--- src/rtl/vga_timing_pkg.sv ---
// rtl/vga_timing_pkg.sv - default 640x480@60 timing constants and sync polarity codes
package vga_timing_pkg;

    localparam int H_VISIBLE_DEF = 640;
    localparam int H_FRONT_DEF   = 16;
    localparam int H_SYNC_DEF    = 96;
    localparam int H_BACK_DEF    = 48;

    localparam int V_VISIBLE_DEF = 480;
    localparam int V_FRONT_DEF   = 10;
    localparam int V_SYNC_DEF    = 2;
    localparam int V_BACK_DEF    = 33;

    localparam int CNT_W_DEF     = 10;

    localparam logic SYNC_ACT_LOW  = 1'b0;
    localparam logic SYNC_ACT_HIGH = 1'b1;

    // Pixels (or lines) in one full period of an axis
    function automatic int axis_total(input int visible, input int front,
                                      input int sync, input int back);
        return visible + front + sync + back;
    endfunction

endpackage

--- src/rtl/vga_axis_counter.sv ---
// rtl/vga_axis_counter.sv - one timing axis: position counter with wrap, active and sync flags
module vga_axis_counter
    import vga_timing_pkg::*;
#(
    parameter int   VISIBLE = H_VISIBLE_DEF,
    parameter int   FRONT   = H_FRONT_DEF,
    parameter int   SYNC    = H_SYNC_DEF,
    parameter int   BACK    = H_BACK_DEF,
    parameter logic POL     = SYNC_ACT_LOW,
    parameter int   W       = CNT_W_DEF
) (
    input  logic         clk,
    input  logic         rst_n,
    input  logic         en,
    output logic [W-1:0] count,
    output logic         wrap,
    output logic         active,
    output logic         sync
);

    localparam int             TOTAL      = axis_total(VISIBLE, FRONT, SYNC, BACK);
    localparam int             SYNC_START = VISIBLE + FRONT;
    localparam int             SYNC_END   = SYNC_START + SYNC;
    localparam logic [W-1:0]   LAST       = W'(TOTAL - 1);

    if (TOTAL > (1 << W) || SYNC == 0) begin : g_bad_cfg
        $error("vga_axis_counter: total %0d does not fit %0d bits, or sync width is zero", TOTAL, W);
    end

    logic [W-1:0] count_q, count_d;
    logic         active_q, active_d;
    logic         sync_q, sync_d;

    // Next position plus the flags that will describe it, so both register together
    always_comb begin
        wrap    = en && (count_q == LAST);
        count_d = count_q;
        if (en) begin
            count_d = wrap ? '0 : count_q + 1'b1;
        end
        active_d = int'(count_d) < VISIBLE;
        sync_d   = (int'(count_d) >= SYNC_START && int'(count_d) < SYNC_END) ? POL : ~POL;
    end

    // Position and flags live in one register stage; reset lands on position 0
    always_ff @(posedge clk) begin
        if (!rst_n) begin
            count_q  <= '0;
            active_q <= 1'b1;
            sync_q   <= ~POL;
        end else begin
            count_q  <= count_d;
            active_q <= active_d;
            sync_q   <= sync_d;
        end
    end

    assign count  = count_q;
    assign active = active_q;
    assign sync   = sync_q;

endmodule

--- src/rtl/vga_timing_gen.sv ---
// rtl/vga_timing_gen.sv - VGA raster timing generator; VGA_TIMING_CE_EN adds the pix_ce pixel enable
module vga_timing_gen
    import vga_timing_pkg::*;
#(
    parameter int   H_VISIBLE = H_VISIBLE_DEF,
    parameter int   H_FRONT   = H_FRONT_DEF,
    parameter int   H_SYNC    = H_SYNC_DEF,
    parameter int   H_BACK    = H_BACK_DEF,
    parameter int   V_VISIBLE = V_VISIBLE_DEF,
    parameter int   V_FRONT   = V_FRONT_DEF,
    parameter int   V_SYNC    = V_SYNC_DEF,
    parameter int   V_BACK    = V_BACK_DEF,
    parameter logic HSYNC_POL = SYNC_ACT_LOW,
    parameter logic VSYNC_POL = SYNC_ACT_LOW,
    parameter int   CNT_W     = CNT_W_DEF
) (
    input  logic             clk,
    input  logic             rst_n,
`ifdef VGA_TIMING_CE_EN
    input  logic             pix_ce,
`endif
    output logic [CNT_W-1:0] hcount,
    output logic [CNT_W-1:0] vcount,
    output logic             hsync,
    output logic             vsync,
    output logic             video_on,
    output logic             line_start,
    output logic             frame_start,
    output logic [7:0]       frame_cnt
);

    logic adv;
    logic h_wrap, v_wrap;
    logic h_active, v_active;

`ifdef VGA_TIMING_CE_EN
    assign adv = pix_ce;
`else
    assign adv = 1'b1;
`endif

    vga_axis_counter #(
        .VISIBLE (H_VISIBLE),
        .FRONT   (H_FRONT),
        .SYNC    (H_SYNC),
        .BACK    (H_BACK),
        .POL     (HSYNC_POL),
        .W       (CNT_W)
    ) u_h_axis (
        .clk    (clk),
        .rst_n  (rst_n),
        .en     (adv),
        .count  (hcount),
        .wrap   (h_wrap),
        .active (h_active),
        .sync   (hsync)
    );

    vga_axis_counter #(
        .VISIBLE (V_VISIBLE),
        .FRONT   (V_FRONT),
        .SYNC    (V_SYNC),
        .BACK    (V_BACK),
        .POL     (VSYNC_POL),
        .W       (CNT_W)
    ) u_v_axis (
        .clk    (clk),
        .rst_n  (rst_n),
        .en     (h_wrap),
        .count  (vcount),
        .wrap   (v_wrap),
        .active (v_active),
        .sync   (vsync)
    );

    logic       line_start_q, line_start_d;
    logic       frame_start_q, frame_start_d;
    logic [7:0] frame_cnt_q, frame_cnt_d;

    // Strobes follow the wrap into position 0 and hold across non-advancing edges
    always_comb begin
        line_start_d  = line_start_q;
        frame_start_d = frame_start_q;
        frame_cnt_d   = frame_cnt_q;
        if (adv) begin
            line_start_d  = h_wrap;
            frame_start_d = v_wrap;
        end
        if (v_wrap) begin
            frame_cnt_d = frame_cnt_q + 8'd1;
        end
    end

    // Strobe and frame counter registers, aligned with the axis counters
    always_ff @(posedge clk) begin
        if (!rst_n) begin
            line_start_q  <= 1'b1;
            frame_start_q <= 1'b1;
            frame_cnt_q   <= 8'd0;
        end else begin
            line_start_q  <= line_start_d;
            frame_start_q <= frame_start_d;
            frame_cnt_q   <= frame_cnt_d;
        end
    end

    // Both operands are flops loaded on the same edge, so video_on adds no skew
    assign video_on    = h_active & v_active;
    assign line_start  = line_start_q;
    assign frame_start = frame_start_q;
    assign frame_cnt   = frame_cnt_q;

endmodule

--- config.mk ---
export PLATFORM = sky130hd
export DESIGN_NAME = vga_timing_gen
export DESIGN_NICKNAME = d
export VERILOG_FILES = /design/src/rtl/vga_timing_pkg.sv /design/src/rtl/vga_axis_counter.sv /design/src/rtl/vga_timing_gen.sv
export SDC_FILE = /design/constraint.sdc
export NUM_CORES = 1
export LEC_CHECK = 0
export CORE_ASPECT_RATIO = 1.4
export CORE_MARGIN = 3
export CORE_UTILIZATION = 29
export DETAILED_ROUTE_END_ITERATION = 12
export HOLD_SLACK_MARGIN = 0.03
export PLACE_DENSITY = 0.54
export SLEW_MARGIN = 10
export SYNTH_ARGS = -nofsm -noshare
export SYNTH_HDL_FRONTEND = slang
export SYNTH_SLANG_ARGS = --single-unit
export TNS_END_PERCENT = 20
--- constraint.sdc ---
create_clock -name clk -period 2.7 [get_ports clk]
set_clock_uncertainty 0.1 [all_clocks]
set_input_delay 0.54 -clock clk [delete_from_list [all_inputs] [get_ports clk]]
set_output_delay 0.54 -clock clk [all_outputs]
set_load 0.05 [all_outputs]
==> results.md <==
* Outcome: finished, final reports clean
* Synth area leaders: dfxtp_1 39%, xnor2_1 5.5%, nor2_1 4.1%
* Mux share of post-synthesis cell area at 0.02362
* Post-CTS Resized at 0
* Core area at 5685 um^2
* Synth top area share at 0.3894
* Hold buffer count at CTS at 0
* Crit path time final at 2.403 ns
* Chip height at 97.86 um
* CP Class: reg -> reg
* CTS tree: yes
* Pin count of the biggest net entering global routing at 17
* Multi-input logic area at 989.7 um^2
* Seq/Total Area, Yosys at 0.3894
* Top-level port count at 35
* Largest fanout on the critical path at 7
* Fill cells at 601
* Nets at 239
* Peak VDD IR at 0.0003396 V
* Post-Syn Area at 1748 um^2
* Vias per cell at 5.023
* Yosys cell types at 51
* Gpl congestion at 0.8808
* #FFs+latches synth at 34
* Max-slew violations at 0
* Final Cycle Share at 0.8901
* IO buf count at 34
* Row count at 32
* Drt drc at 0
* Cell count after synthesis at 193
* # H-tree levels at 2
* CP peak stage delay at 0.55 ns
* WP data required at 2.75 ns
* Syn nets at 199
* Number of synthesized flops with an enable pin at 0
* Post-Synth XOR/XNOR Area at 0.09019
* Setup TNS Final at 0 ns
* Crit path cell chain: ha_1 > nand4_1 > buf_4 > or4_4 > or3_4 > a22oi_2 > nand4_1
* DR WL/cell at 13.45 um
* Synth Area per Inst at 9.057 um^2
* Area delta synth->final at 29.85%
* Max-slew headroom at 0.6634
* Most frequent cell after synthesis: dfxtp_1
* Async SR Flop Fraction at 0
* HPWL after DPL at 2990 um
* Pre-CTS setup slack at 0.3004 ns
* GR Util All Layers at 0.1234
* Crit. Startpoint: u_h_axis.count[0]
* Pwr Total at 0.0009484 W
* Levels on crit path at 7
* Global-route wire length before repair at 6962 um
* Compound-Gate Fraction of Synth Area at 0.1102
* Final setup vio count at 0
* Fin area at 2270 um^2
* Fin. Hold Viols at 0
* Largest family of logic cells by synthesized area: simple AND/OR/NAND/NOR gates
* Unrepaired setup endpoints after global routing: no
* GRT overflow at 0
* CTS Sinks at 34
* Layout Utilization at 0.3992
* Post-DP Area at 2178 um^2
* CP arrival at 2.46 ns
* R2R Setup Slk at 0.30 ns
* Top post-synthesis cells by count: 34 x dfxtp_1, 19 x nor2_1, 12 x nand2_1, 11 x and2_1, 11 x xnor2_1
* Worst Setup EP: u_v_axis.sync
* Most Frequent Cell on Critical Path: nand4_1
* Drt first pass iters at 4
* Final ANT Viol Nets at 0
* Worst reg2reg path startpoint: u_h_axis.count[0]
* F_max at 0.4161 GHz
* Post-CTS Setup Bufs at 0
* Post-synthesis simple-gate area fraction at 0.3135
* Vias in the first global route at 1508
* DRT iter0 DRCs at 79
* Die Area at 7008 um^2
* FF/Latch Area at 680.7 um^2
* Largest delay share family, worst path: simple AND/OR/NAND/NOR gates
* Die W at 71.62 um
* CTS root buf: clkbuf_8
* Slowest-stage cell, CP: or4_4
* Diode count at 0
* Worst r2r path cells at 7
* Biggest area consumer among synthesized cells: dfxtp_1
* WL final at 4062 um
* Vias at 1517
* Warnings, synthesis at 0
* Latest clock arrival within the worst-skew pair at 0.28 ns
* Final worst setup slack at 0.2967 ns
* Static leakage at 0.7942 nW
* Critical path buffers and inverters at 1
* Pwr dens at 417.9 nW/um^2
* Maximum clock path buffer count at 2
* Worst R2R End: u_v_axis.sync
* Initial antenna violation count at 0
* Initial Util at 0.3074
* Slew @ Worst Pin at 0.5034 ns
* Critical Path Source Type: flip-flop
* Layout cell share with drive strength beyond 1 at 0.1026
* Max-Cap Viols at 0
* Element type at the critical path end: flip-flop
* Main synth FF type: dfxtp_1
* Worst hold path type: reg -> reg
* TritonCTS buffer count at 5
* Adder-cell share of the synthesized area at 0.02863
* Clock-pin slew on the worst setup and hold paths at 0.07 ns
[metrics by stage]
stage,std cells,hold slack (ns)
final,302,0.3819
after floorplan,193,0.5626
after CTS,302,0.3924
after detailed placement,294,0.3721
after global placement,294,0.3684
after global routing,302,0.4149
[placed cells by master (no fill, tap or decap), drive strengths merged, types with 2 or more instances in the layout]
cell type and count:
a31oi 2, clkbuf 7, nand4 8, inv 8, and2 11, clkdlybuf4s50 34, or3 4, mux2i 3
a211o 2, nor3 7, nand3 7, xnor2 11, a21oi 3, nor2 20, buf 7, xor2 7
nor2b 4, o21a 3, o21ai 4, nand2 12, dfxtp 34, nor4bb 2, nand2b 2, nor4 6
ha 4
[cells by family (layout without fill, tap and decap cells)]
family | Yosys count | count (layout)
xor gates and xnor gates | 18 | 18
DFF | 34 | 34
and+or+nand+nor | 92 | 92
adders and majority gates | 4 | 4
muxes | 4 | 4
AOI/OAI and AO/OA | 25 | 25
buffers and inverters | 16 | 57
[power breakdown]
| group | total [W] | internal (W) | switching, W |
|---|---|---|---|
| clock network | 0.000389 | 0.000206 | 0.000183 |
| registers | 0.000512 | 0.000507 | 0.00000505 |
| logic | 0.0000477 | 0.0000167 | 0.0000310 |
| total | 0.000948 | 0.000729 | 0.000219 |
[worst reg2reg max path, stage by stage, from the launching register on]
cell and delay (ns):
dfxtp_1 0.40, ha_1 0.24, nand4_1 0.14, buf_4 0.19, or4_4 0.55, or3_4 0.35
a22oi_2 0.21, nand4_1 0.10
[cell type report]
cell class                      count  share of cell area
Clock buffer                        7             0.03804
Sequential cell                    34              0.2999
Clock inverter                      1            0.002205
Tap cell                           68             0.03749
Timing Repair Buffer               41              0.1731
Inverter                            8             0.01323
Multi-Input combinational cell    143              0.4361
[worst min-delay path by stage]
stage,startpoint,endpoint,slack (ns),cells after the start
after global routing,u_h_axis.count[0],u_h_axis.count[0],0.41,1
after CTS,u_h_axis.count[0],u_h_axis.count[0],0.39,1
after detailed placement,u_h_axis.count[0],u_h_axis.count[0],0.37,1
after global placement,u_h_axis.count[0],u_h_axis.count[0],0.37,1
final,u_h_axis.count[0],u_h_axis.count[0],0.38,1
after floorplan,u_h_axis.count[0],u_h_axis.count[0],0.56,1
[registers in the layout (all words and copies together), names as in the netlist]
| register | count |
|---|---|
| u_h_axis.count | 10 |
| u_v_axis.count | 10 |
| u_v_axis.active | 1 |
| u_v_axis.sync | 1 |
| frame_cnt | 8 |
| frame_start | 1 |
| line_start | 1 |
| u_h_axis.sync | 1 |
| u_h_axis.active | 1 |
[routing by layer]
metal | vias up | routed length, um | global-route usage
met2 | 36 | 1987 | 0.2061
met4 | 0 | 101 | 0.06223
met5 | - | 0 | 0
li1 | 763 | - | -
met1 | 709 | 1789 | 0.1419
met3 | 9 | 183 | 0.03399
Note: power is estimated with default switching activity, not from simulation.
